## src/rtl/usb_encoder.sv

```systemverilog
`timescale 1ns/1ps
// USB low/full-speed packet transmitter: SYNC, PID, optional DATA + CRC16, EOP.
// Applies bit stuffing and NRZI; each line bit lasts 4 clk cycles.
module usb_encoder (
  input  logic       clk,
  input  logic       rst0_async,
  input  logic       rst0_sync,
  input  logic       speed,
  input  logic       tx_req,
  input  logic [3:0] tx_pid,
  input  logic       tfifo_empty,
  input  logic [7:0] tfifo_data,
  output logic       tfifo_rd,
  output logic       tx_busy,
  output logic       tx_done,
  output logic       dtx_plus,
  output logic       dtx_minus,
  output logic       dtx_oe,
  output logic [2:0] dbg_state
);

  // tx_req is a one-cycle strobe honoured only in IDLE; tfifo_rd pops the
  // show-ahead head byte that was sampled on the same edge it was raised.
  typedef enum logic [2:0] {
    S_IDLE    = 3'd0,
    S_SYNC    = 3'd1,
    S_PID     = 3'd2,
    S_DATA    = 3'd3,
    S_CRC     = 3'd4,
    S_EOP_SE0 = 3'd5,
    S_EOP_J   = 3'd6
  } state_t;

  state_t      state, state_nxt;
  logic [1:0]  phase, phase_nxt;
  logic [3:0]  bit_cnt, bit_cnt_nxt;
  logic [7:0]  sr, sr_nxt;
  logic [15:0] crc, crc_nxt;
  logic [2:0]  ones, ones_nxt;
  logic        line_j, line_j_nxt;
  logic        spd, spd_nxt;
  logic        data_pkt, data_pkt_nxt;
  logic        rd_nxt, busy_nxt, done_nxt, oe_nxt, plus_nxt, minus_nxt;
  logic        send, raw, crc_upd, byte_bnd, lvl_base, in_bits;

  assign dbg_state = state;
  assign in_bits   = (state == S_SYNC) || (state == S_PID) ||
                     (state == S_DATA) || (state == S_CRC);
  assign lvl_base  = (state == S_IDLE) ? 1'b1 : line_j;

  always_comb begin
    state_nxt    = state;
    phase_nxt    = phase;
    bit_cnt_nxt  = bit_cnt;
    sr_nxt       = sr;
    crc_nxt      = crc;
    ones_nxt     = ones;
    line_j_nxt   = line_j;
    spd_nxt      = spd;
    data_pkt_nxt = data_pkt;
    rd_nxt       = 1'b0;
    busy_nxt     = tx_busy;
    done_nxt     = 1'b0;
    oe_nxt       = dtx_oe;
    plus_nxt     = dtx_plus;
    minus_nxt    = dtx_minus;
    send         = 1'b0;
    raw          = 1'b0;
    crc_upd      = 1'b0;
    byte_bnd     = 1'b0;

    if (state == S_IDLE) begin
      plus_nxt  = speed;
      minus_nxt = ~speed;
      if (tx_req) begin
        state_nxt    = S_SYNC;
        phase_nxt    = 2'd0;
        bit_cnt_nxt  = 4'd0;
        sr_nxt       = {~tx_pid, tx_pid};
        crc_nxt      = 16'hFFFF;
        spd_nxt      = speed;
        data_pkt_nxt = (tx_pid[2:0] == 3'b011);
        busy_nxt     = 1'b1;
        oe_nxt       = 1'b1;
        send         = 1'b1;
        raw          = 1'b0;
      end
    end else begin
      phase_nxt = phase + 2'd1;
      if (phase == 2'd3) begin
        if (in_bits && (ones == 3'd6)) begin
          // Stuffed zero: counters, shift register and CRC stay frozen.
          send = 1'b1;
          raw  = 1'b0;
        end else begin
          case (state)
            S_SYNC: begin
              send = 1'b1;
              if (bit_cnt != 4'd7) begin
                bit_cnt_nxt = bit_cnt + 4'd1;
                raw         = (bit_cnt == 4'd6);
              end else begin
                state_nxt   = S_PID;
                bit_cnt_nxt = 4'd0;
                raw         = sr[0];
              end
            end
            S_PID: begin
              if (bit_cnt != 4'd7) begin
                bit_cnt_nxt = bit_cnt + 4'd1;
                sr_nxt      = {1'b0, sr[7:1]};
                send        = 1'b1;
                raw         = sr[1];
              end else if (data_pkt) begin
                byte_bnd = 1'b1;
              end else begin
                state_nxt   = S_EOP_SE0;
                bit_cnt_nxt = 4'd0;
                plus_nxt    = 1'b0;
                minus_nxt   = 1'b0;
              end
            end
            S_DATA: begin
              if (bit_cnt != 4'd7) begin
                bit_cnt_nxt = bit_cnt + 4'd1;
                sr_nxt      = {1'b0, sr[7:1]};
                send        = 1'b1;
                raw         = sr[1];
                crc_upd     = 1'b1;
              end else begin
                byte_bnd = 1'b1;
              end
            end
            S_CRC: begin
              if (bit_cnt != 4'd15) begin
                bit_cnt_nxt = bit_cnt + 4'd1;
                crc_nxt     = {crc[14:0], 1'b0};
                send        = 1'b1;
                raw         = ~crc[14];
              end else begin
                state_nxt   = S_EOP_SE0;
                bit_cnt_nxt = 4'd0;
                plus_nxt    = 1'b0;
                minus_nxt   = 1'b0;
              end
            end
            S_EOP_SE0: begin
              if (bit_cnt == 4'd0) begin
                bit_cnt_nxt = 4'd1;
              end else begin
                state_nxt = S_EOP_J;
                plus_nxt  = spd;
                minus_nxt = ~spd;
              end
            end
            S_EOP_J: begin
              state_nxt = S_IDLE;
              busy_nxt  = 1'b0;
              oe_nxt    = 1'b0;
              done_nxt  = 1'b1;
              plus_nxt  = speed;
              minus_nxt = ~speed;
            end
            default: state_nxt = S_IDLE;
          endcase

          if (byte_bnd) begin
            bit_cnt_nxt = 4'd0;
            send        = 1'b1;
            if (!tfifo_empty) begin
              state_nxt = S_DATA;
              sr_nxt    = tfifo_data;
              rd_nxt    = 1'b1;
              raw       = tfifo_data[0];
              crc_upd   = 1'b1;
            end else begin
              state_nxt = S_CRC;
              raw       = ~crc[15];
            end
          end
        end
      end
    end

    if (crc_upd) begin
      crc_nxt = {crc[14:0], 1'b0} ^ ((crc[15] ^ raw) ? 16'h8005 : 16'h0000);
    end

    if (send) begin
      ones_nxt   = raw ? (ones + 3'd1) : 3'd0;
      line_j_nxt = raw ? lvl_base : ~lvl_base;
      plus_nxt   = line_j_nxt ? spd_nxt : ~spd_nxt;
      minus_nxt  = ~plus_nxt;
    end

    // Synchronous reset has exactly the effect of the asynchronous one.
    if (!rst0_sync) begin
      state_nxt    = S_IDLE;
      phase_nxt    = 2'd0;
      bit_cnt_nxt  = 4'd0;
      sr_nxt       = 8'd0;
      crc_nxt      = 16'd0;
      ones_nxt     = 3'd0;
      line_j_nxt   = 1'b0;
      spd_nxt      = 1'b0;
      data_pkt_nxt = 1'b0;
      rd_nxt       = 1'b0;
      busy_nxt     = 1'b0;
      done_nxt     = 1'b0;
      oe_nxt       = 1'b0;
      plus_nxt     = 1'b0;
      minus_nxt    = 1'b0;
    end
  end

  always_ff @(posedge clk or negedge rst0_async) begin
    if (!rst0_async) begin
      state     <= S_IDLE;
      phase     <= 2'd0;
      bit_cnt   <= 4'd0;
      sr        <= 8'd0;
      crc       <= 16'd0;
      ones      <= 3'd0;
      line_j    <= 1'b0;
      spd       <= 1'b0;
      data_pkt  <= 1'b0;
      tfifo_rd  <= 1'b0;
      tx_busy   <= 1'b0;
      tx_done   <= 1'b0;
      dtx_oe    <= 1'b0;
      dtx_plus  <= 1'b0;
      dtx_minus <= 1'b0;
    end else begin
      state     <= state_nxt;
      phase     <= phase_nxt;
      bit_cnt   <= bit_cnt_nxt;
      sr        <= sr_nxt;
      crc       <= crc_nxt;
      ones      <= ones_nxt;
      line_j    <= line_j_nxt;
      spd       <= spd_nxt;
      data_pkt  <= data_pkt_nxt;
      tfifo_rd  <= rd_nxt;
      tx_busy   <= busy_nxt;
      tx_done   <= done_nxt;
      dtx_oe    <= oe_nxt;
      dtx_plus  <= plus_nxt;
      dtx_minus <= minus_nxt;
    end
  end

endmodule

```

## config.mk

```make
export PLATFORM = sky130hd
export DESIGN_NAME = usb_encoder
export DESIGN_NICKNAME = d
export VERILOG_FILES = /design/src/rtl/usb_encoder.sv
export SDC_FILE = /design/constraint.sdc
export NUM_CORES = 1
export LEC_CHECK = 0
export ABC_AREA = 1
export BUFFER_PORTS_ARGS = -buffer_cell sky130_fd_sc_hd__buf_2
export CAP_MARGIN = 10
export CELL_PAD_IN_SITES_DETAIL_PLACEMENT = 0
export CELL_PAD_IN_SITES_GLOBAL_PLACEMENT = 2
export CORE_ASPECT_RATIO = 0.9
export CORE_MARGIN = 1.5
export CORE_UTILIZATION = 37
export CTS_CLUSTER_DIAMETER = 120
export DETAILED_ROUTE_END_ITERATION = 7
export GPL_ROUTABILITY_DRIVEN = 0
export HOLD_SLACK_MARGIN = 0.15
export PLACE_DENSITY_LB_ADDON = 0.1
export SYNTH_ARGS = -nofsm -noshare
export SYNTH_HDL_FRONTEND = slang
export SYNTH_SLANG_ARGS = --single-unit
```

## constraint.sdc

```tcl
create_clock -name clk -period 4.45 [get_ports clk]
set_input_delay 0.6675 -clock clk [delete_from_list [all_inputs] [get_ports clk]]
set_output_delay 0.6675 -clock clk [all_outputs]
set_load 0.01 [all_outputs]
```

---- After elaboration in Yosys (flattened, before gate mapping) ----
Index checks and enable logic that the tools add are counted.
cells by class
  $add $sub $neg .......................... 3
  equality and inequality tests ........... 41
  mux-type cells .......................... 125
  bitwise logic cells ..................... 10
  reductions and logical operators ........ 14
operators with widths
  operator              number
  $mux W16              9
  $mux W8               9
  $mux W1               70
  $mux W4               12
  $mux W3               15
  $ne A5 B5 Y1 const B  5
  $ne A5 B4 Y1 const B  4
  $pmux W4 S5           1
  $ne A4 B1 Y1 const B  4
  $ne A4 B4 Y1 const B  4
  $xor A16 B16 Y16      1
  $pmux W3 S5           1
  $reduce_and A7 Y1     2
  $eq A3 B3 Y1 const B  4
  $eq A3 B2 Y1 const B  3
  $reduce_and A9 Y1     1
  $ne A8 B1 Y1 const B  1
  $pmux W1 S4           2
  $ne A7 B1 Y1 const B  1
  $not A1 Y1            7
  $mux W2               3
  $ne A2 B1 Y1 const B  3
  $ne A3 B1 Y1 const B  2
  $ne A3 B3 Y1 const B  2
  other kinds (24)      27
word-level totals
  bits in registers ....................... 44
  input bits .............................. 18

---- Depth between registers and ports, before layout ----
  depth after elaboration ................. 17
  depth in mapped cells ................... 14
  gate-level depth less buffers ........... 14

---- Worst setup path after synthesis ----
No wires, ideal clock.
  kind .................................... reg-to-reg
  start point ............................. reg bit_cnt[0]
  end point ............................... reg crc[10]
  library setup time ...................... 0.121 ns
  arrival ................................. 1.653 ns
  data required time ...................... 4.329 ns
  slack ................................... 2.677 ns
  stages on the path, launching flop included .. 15
  buffers on the path ..................... 1
  cells stage by stage .................... dfrtp_1 ha_1 nand2_2 inv_2 nand2_1 nor2_2 a21oi_1 nor2_1 nand2_1 nand3_2 nand2_4 nor2_8 buf_6 o21ai_1 nand2_1
between the ends
  cells in the longest elaborated chain, start to end .. 12
  elaborated cells on any way between the ends .. 23
  those cells by class .................... eq/ne: 7; mux: 15; reduce/logical: 1
ends and longest elaborated chain
  what                                                            line      text
  from (decl)                                                     36        logic [3:0] bit_cnt, bit_cnt_nxt;
  from (signal assigned)                                          236       bit_cnt <= bit_cnt_nxt;
  $ne A4 B3 Y1                                                    109, 124
  $mux W1 (on tied branches)                                      124, 109
  $pmux W1 S2                                                     96        case (state)
  $mux W1                                                         91        if (in_bits && (ones == 3'd6)) begin
  $mux W1                                                         90        if (phase == 2'd3) begin
  $mux W1                                                         72        if (state == S_IDLE) begin
  $mux W1                                                         167       if (byte_bnd) begin
  $mux W1                                                         91
  $mux W1                                                         90
  $mux W1                                                         72
  $ne A4 B1 Y1 (no line), or another cell as far along            n/a
  $reduce_and A5 Y1 (no line) / $mux W16 (equally long branches)  n/a
  to (signal assigned)                                            238       crc <= crc_nxt;
  to (decl)                                                       38        logic [15:0] crc, crc_nxt;
Several ways; a longest one is shown, not always the timed one. The select of a mux whose other input is x is not followed.
A chain may end at the register's enable or synchronous reset.

---- Worst setup path in the final report ----
  start point ............................. reg bit_cnt[0]
  end point ............................... reg crc[15]
between the ends
  cells in the longest elaborated chain, start to end .. 15
  elaborated cells on any way between the ends .. 35
  those cells by class .................... eq/ne: 8; mux: 24; bitwise: 2; reduce/logical: 1
ends and longest elaborated chain
  what                        line          text
  $ne A4 B3 Y1                99, 109, 124
  $mux W1 (on tied branches)  124, 109
  $pmux W1 S2                 96
  $mux W1                     91
  $mux W1                     90
  $mux W1                     72
  $mux W1                     167
  $mux W1                     91
  $mux W1                     90
  $mux W1                     72
  $xor A1 B1 Y1               186           crc_nxt = {crc[14:0], 1'b0} ^ ((crc[15] ^ raw) ? 16'h8005 : 16'h0000);
  $mux W16                    186
  $xor A16 B16 Y16            186
  $mux W16                    185           if (crc_upd) begin
  $mux W16                    197           if (!rst0_sync) begin
Several ways; a longest one is shown, not always the timed one. The select of a mux whose other input is x is not followed.

==> metrics list <==
- After clock tree synthesis, the clock-pin slew on the worst setup and hold paths is 0.10 ns.
* Crit share post-route: 53.1%
- Of all nets on the critical path, the largest fanout is 13.
* Height of the chip: 84.5 um
* Wire length of the first global-routing pass: 12300 um
- Slew @ Worst Pin: 1.06 ns
* Synthesized netlist cell count: 365
- Buffers inserted by post-CTS timing repair: 0
* Kind of end point of the critical path: register
- Count of port buffers added during placement: 26
- During synthesis, Yosys emitted a total of 0 warnings.
- After synthesis, the mean cell area works out to 7.49 um^2.
- Worst setup path category: register to register
- Number of antenna violations at the first check in global routing: 0
* Family with the most delay on the worst path: simple AND/OR/NAND/NOR gates
- Clock root buffer master: clkbuf_8
- The detailed router finished its first iteration with 85 violations.
- Async set-reset flop share out of synthesis: 100%
- Once placement finished, the instance area stood at 0.00291 mm^2.
- The critical path ends at crc[15].
- Most frequent cells after synthesis: nand2_1 (89), dfrtp_1 (44), inv_1 (32), o21ai_0 (32), nor2_1 (30)
* Critical Path Most Common Cell: nand2_1
- Kind of start point of the critical path: register
* Result of the run: complete, no violations
* Total number of cells along the worst setup path: 13
* Buffers from clock root to sink, at most: 2
- Among all stages on the critical path, the largest delay is contributed by dfrtp_1.
* Std-Cell Core Area: 0.00711 mm^2
* Worst VDD drop: 0.000289 V
- Across the run, the number of max-cap violations was 0.
- Sequential cells were found to cover 40.3% of the synthesized design area.
- Post-synth EDFFs: 0
- Start point of the critical path: bit_cnt[0]
- The clock tree synthesis step divided the H-tree into 2 levels.
- Dividing the detail-routed via count by the number of cells gives 5.18.
* Endpoint of the most critical register-to-register path: crc[15]
- Row cnt: 29
- In the final design database the tool counted 410 nets.
- Most area-hungry cell type in the Yosys netlist: dfrtp_1
- Register-to-Register Setup Slack: 2.09 ns
- Unrepaired setup endpoints after global routing: no
* Delay of the slowest cell on the worst path: 0.43 ns
- Number of distinct library cells after synthesis: 36
- After synthesis the netlist holds a flip-flop and latch count of 44.
* Effective utilization at floorplan: 38.4%
- Number of global-route vias before repair: 2440
- For this design, the CTS-stage hold fixing added 0 buffers.
- The number of nets in the synthesized netlist is 389.
- TritonCTS built the clock tree.
- Number of clock sinks: 44
- In the final routed layout, each cell accounts on average for 14.8 um.
- Fraction of final layout cells sized beyond drive strength 1: 18.6%
* Number of antenna repair diodes: 0
* Number of pins with negative max-slew slack in the final report: 0
- The total count of hold-check failures in the final report is 0.
- Max Clock Skew: 0.00837 ns
- Routed Antenna Nets: 0
- In this run the static leakage power is 1.42 nW.
- Ratio of total power to cell area: 608 mW/mm^2
- Total Wirelength: 7090 um
* Required time of the critical path: 4.66 ns
- Detailed placer's ending HPWL: 4990 um
* Global-route congestion overflow total: 0
- The die covers 0.00791 mm^2.
- Top cells by area in the synthesized netlist: dfrtp_1 (40%), nand2_1 (12%), o21ai_0 (5.9%)
- Length of the first detailed-routing pass in iterations: 4
* Final cell area excluding filler cells: 0.00302 mm^2
- Top FF cell, synth: dfrtp_1
* Share of Yosys cell area claimed by the top area cell type: 40.3%
- Bufs and invs on worst path: 0
* Global-route usage over all layers: 19.9%
- Width of the die: 93.6 um
* Clock insertion delay at the later pin of the skew report: 0.31 ns
* Cell area after synthesis: 0.00273 mm^2
- Fmax: 424 MHz
- TritonCTS created 5 clock buffers.
* Most frequently used cell type in the post-synthesis netlist: nand2_1
- The clock period could shrink to 2.36 ns.
* Largest net degree at the start of global routing: 45
- Relative to the synthesized area, the layout overhead comes to 10.5%.
- The routed layout has 2488 vias.
- DRC Markers: 0
- In this run the worst hold path is classified as register to register.
- In this run the critical register-to-register path is launched from bit_cnt[0].
* List of cells traversed by the critical path: ha_1, nand2_2, nor2_4, nor2_2, nand2_1, nand4_1, nand2_2, nand2_2, nand3_2, nand2_1, nand3_1, nand2_1, nand2_1
* Total negative slack: 0 ns
* Worst slew margin relative to its limit: 29.5%
* Post-CTS sizing: 0
- Counting cells, the worst reg-to-reg path comes to 13.
- Pin placement for this block handled 27 I/O pins.
* Core utilization of the finished layout: 42.5%
* Final count of negative-setup-slack endpoints: 0
* Critical Path AT: 2.57 ns
how the worst min path moves through the flow:
stage | start | endpoint | slack [ns] | depth (start not counted)
floorplan | rst0_async | bit_cnt[0] | 0.37 | 0
global placement | crc[0] | crc[0] | 0.46 | 2
detailed placement | crc[6] | crc[6] | 0.47 | 2
CTS | phase[0] | phase[0] | 0.49 | 1
global route | phase[0] | phase[0] | 0.50 | 1
finish | crc[4] | crc[4] | 0.48 | 2
through the flow:
stage	worst slack (ns)	std cells	hold WS, ns	power, mW
after floorplan	2.68	365	0.372	1.30
after global placement	1.94	472	0.461	1.51
after detailed placement	1.98	472	0.466	1.51
after CTS	2.10	480	0.487	1.85
after global routing	1.80	480	0.499	2.01
final	2.09	480	0.484	1.84
worst min-delay path, stage by stage (launching register included):
cell and delay, ns:
dfrtp_1 0.35, nand2_1 0.05, nand2_1 0.06
registers in the layout, indices dropped and copies added (netlist names), 2 cells and up:
register,count
crc,16
sr,8
bit_cnt,4
dbg_state,3
ones,3
phase,2
cell usage in the layout, fill, tap and decap left out:
master,count
o2111ai_1,1
o21ai_0,32
o22ai_1,3
ha_1,6
nand2_1,89
inv_2,8
nor4_1,1
a21oi_1,10
inv_4,1
nand2_2,9
o21ai_1,13
and2_4,1
a211oi_1,1
a21boi_1,2
nor2_8,1
clkbuf_8,5
a21oi_2,1
nor2_1,30
nor3_1,3
dfrtp_1,44
o2111a_2,1
nand3_1,27
inv_1,32
nand3_2,3
bufinv_16,1
buf_2,26
o211ai_1,4
o31ai_1,5
inv_6,1
clkinvlp_4,1
xnor2_1,1
nor2_4,4
o32ai_1,2
nor2_2,7
nand2_4,2
nand4_1,6
a31oi_1,3
layer usage:
layer	wire [um]	global-route usage [%]	share of wire (%)	vias up
li1	-	-	-	1251
met1	3670	29.4	52	1155
met2	2980	29.8	42	74
met3	343	3.17	4.8	8
met4	90	5.70	1.3	0
met5	0	0	0	-
cell type report:
| cell class | count | area [um^2] |
|---|---|---|
| fill | 779 | 4090 |
| multi-input combinational | 268 | 1400 |
| sequential | 44 | 1100 |
| inverter | 41 | 156 |
| timing repair buffer | 26 | 130 |
| tap | 93 | 116 |
| clock buffer | 5 | 68.8 |
| clock inverter | 3 | 46.3 |
power breakdown:
| group | internal [mW] | switching [mW] | total [mW] |
|---|---|---|---|
| Sequential | 0.537 | 0.102 | 0.640 |
| Combinational | 0.273 | 0.595 | 0.868 |
| Clock | 0.169 | 0.159 | 0.328 |
cells by family (layout without fill, tap and decap cells):
logic type                 after synthesis  after routing  share of synthesized area [%]
buffers and inverters                   53             75                           8.47
and+or+nand+nor                        183            183                           31.7
AOI/OAI and AO/OA                       78             78                           16.5
adders and majority gates                6              6                           2.75
DFF                                     44             44                           40.3
xor gates and xnor gates                 1              1                          0.320
Power figures use the tool's default switching activity.
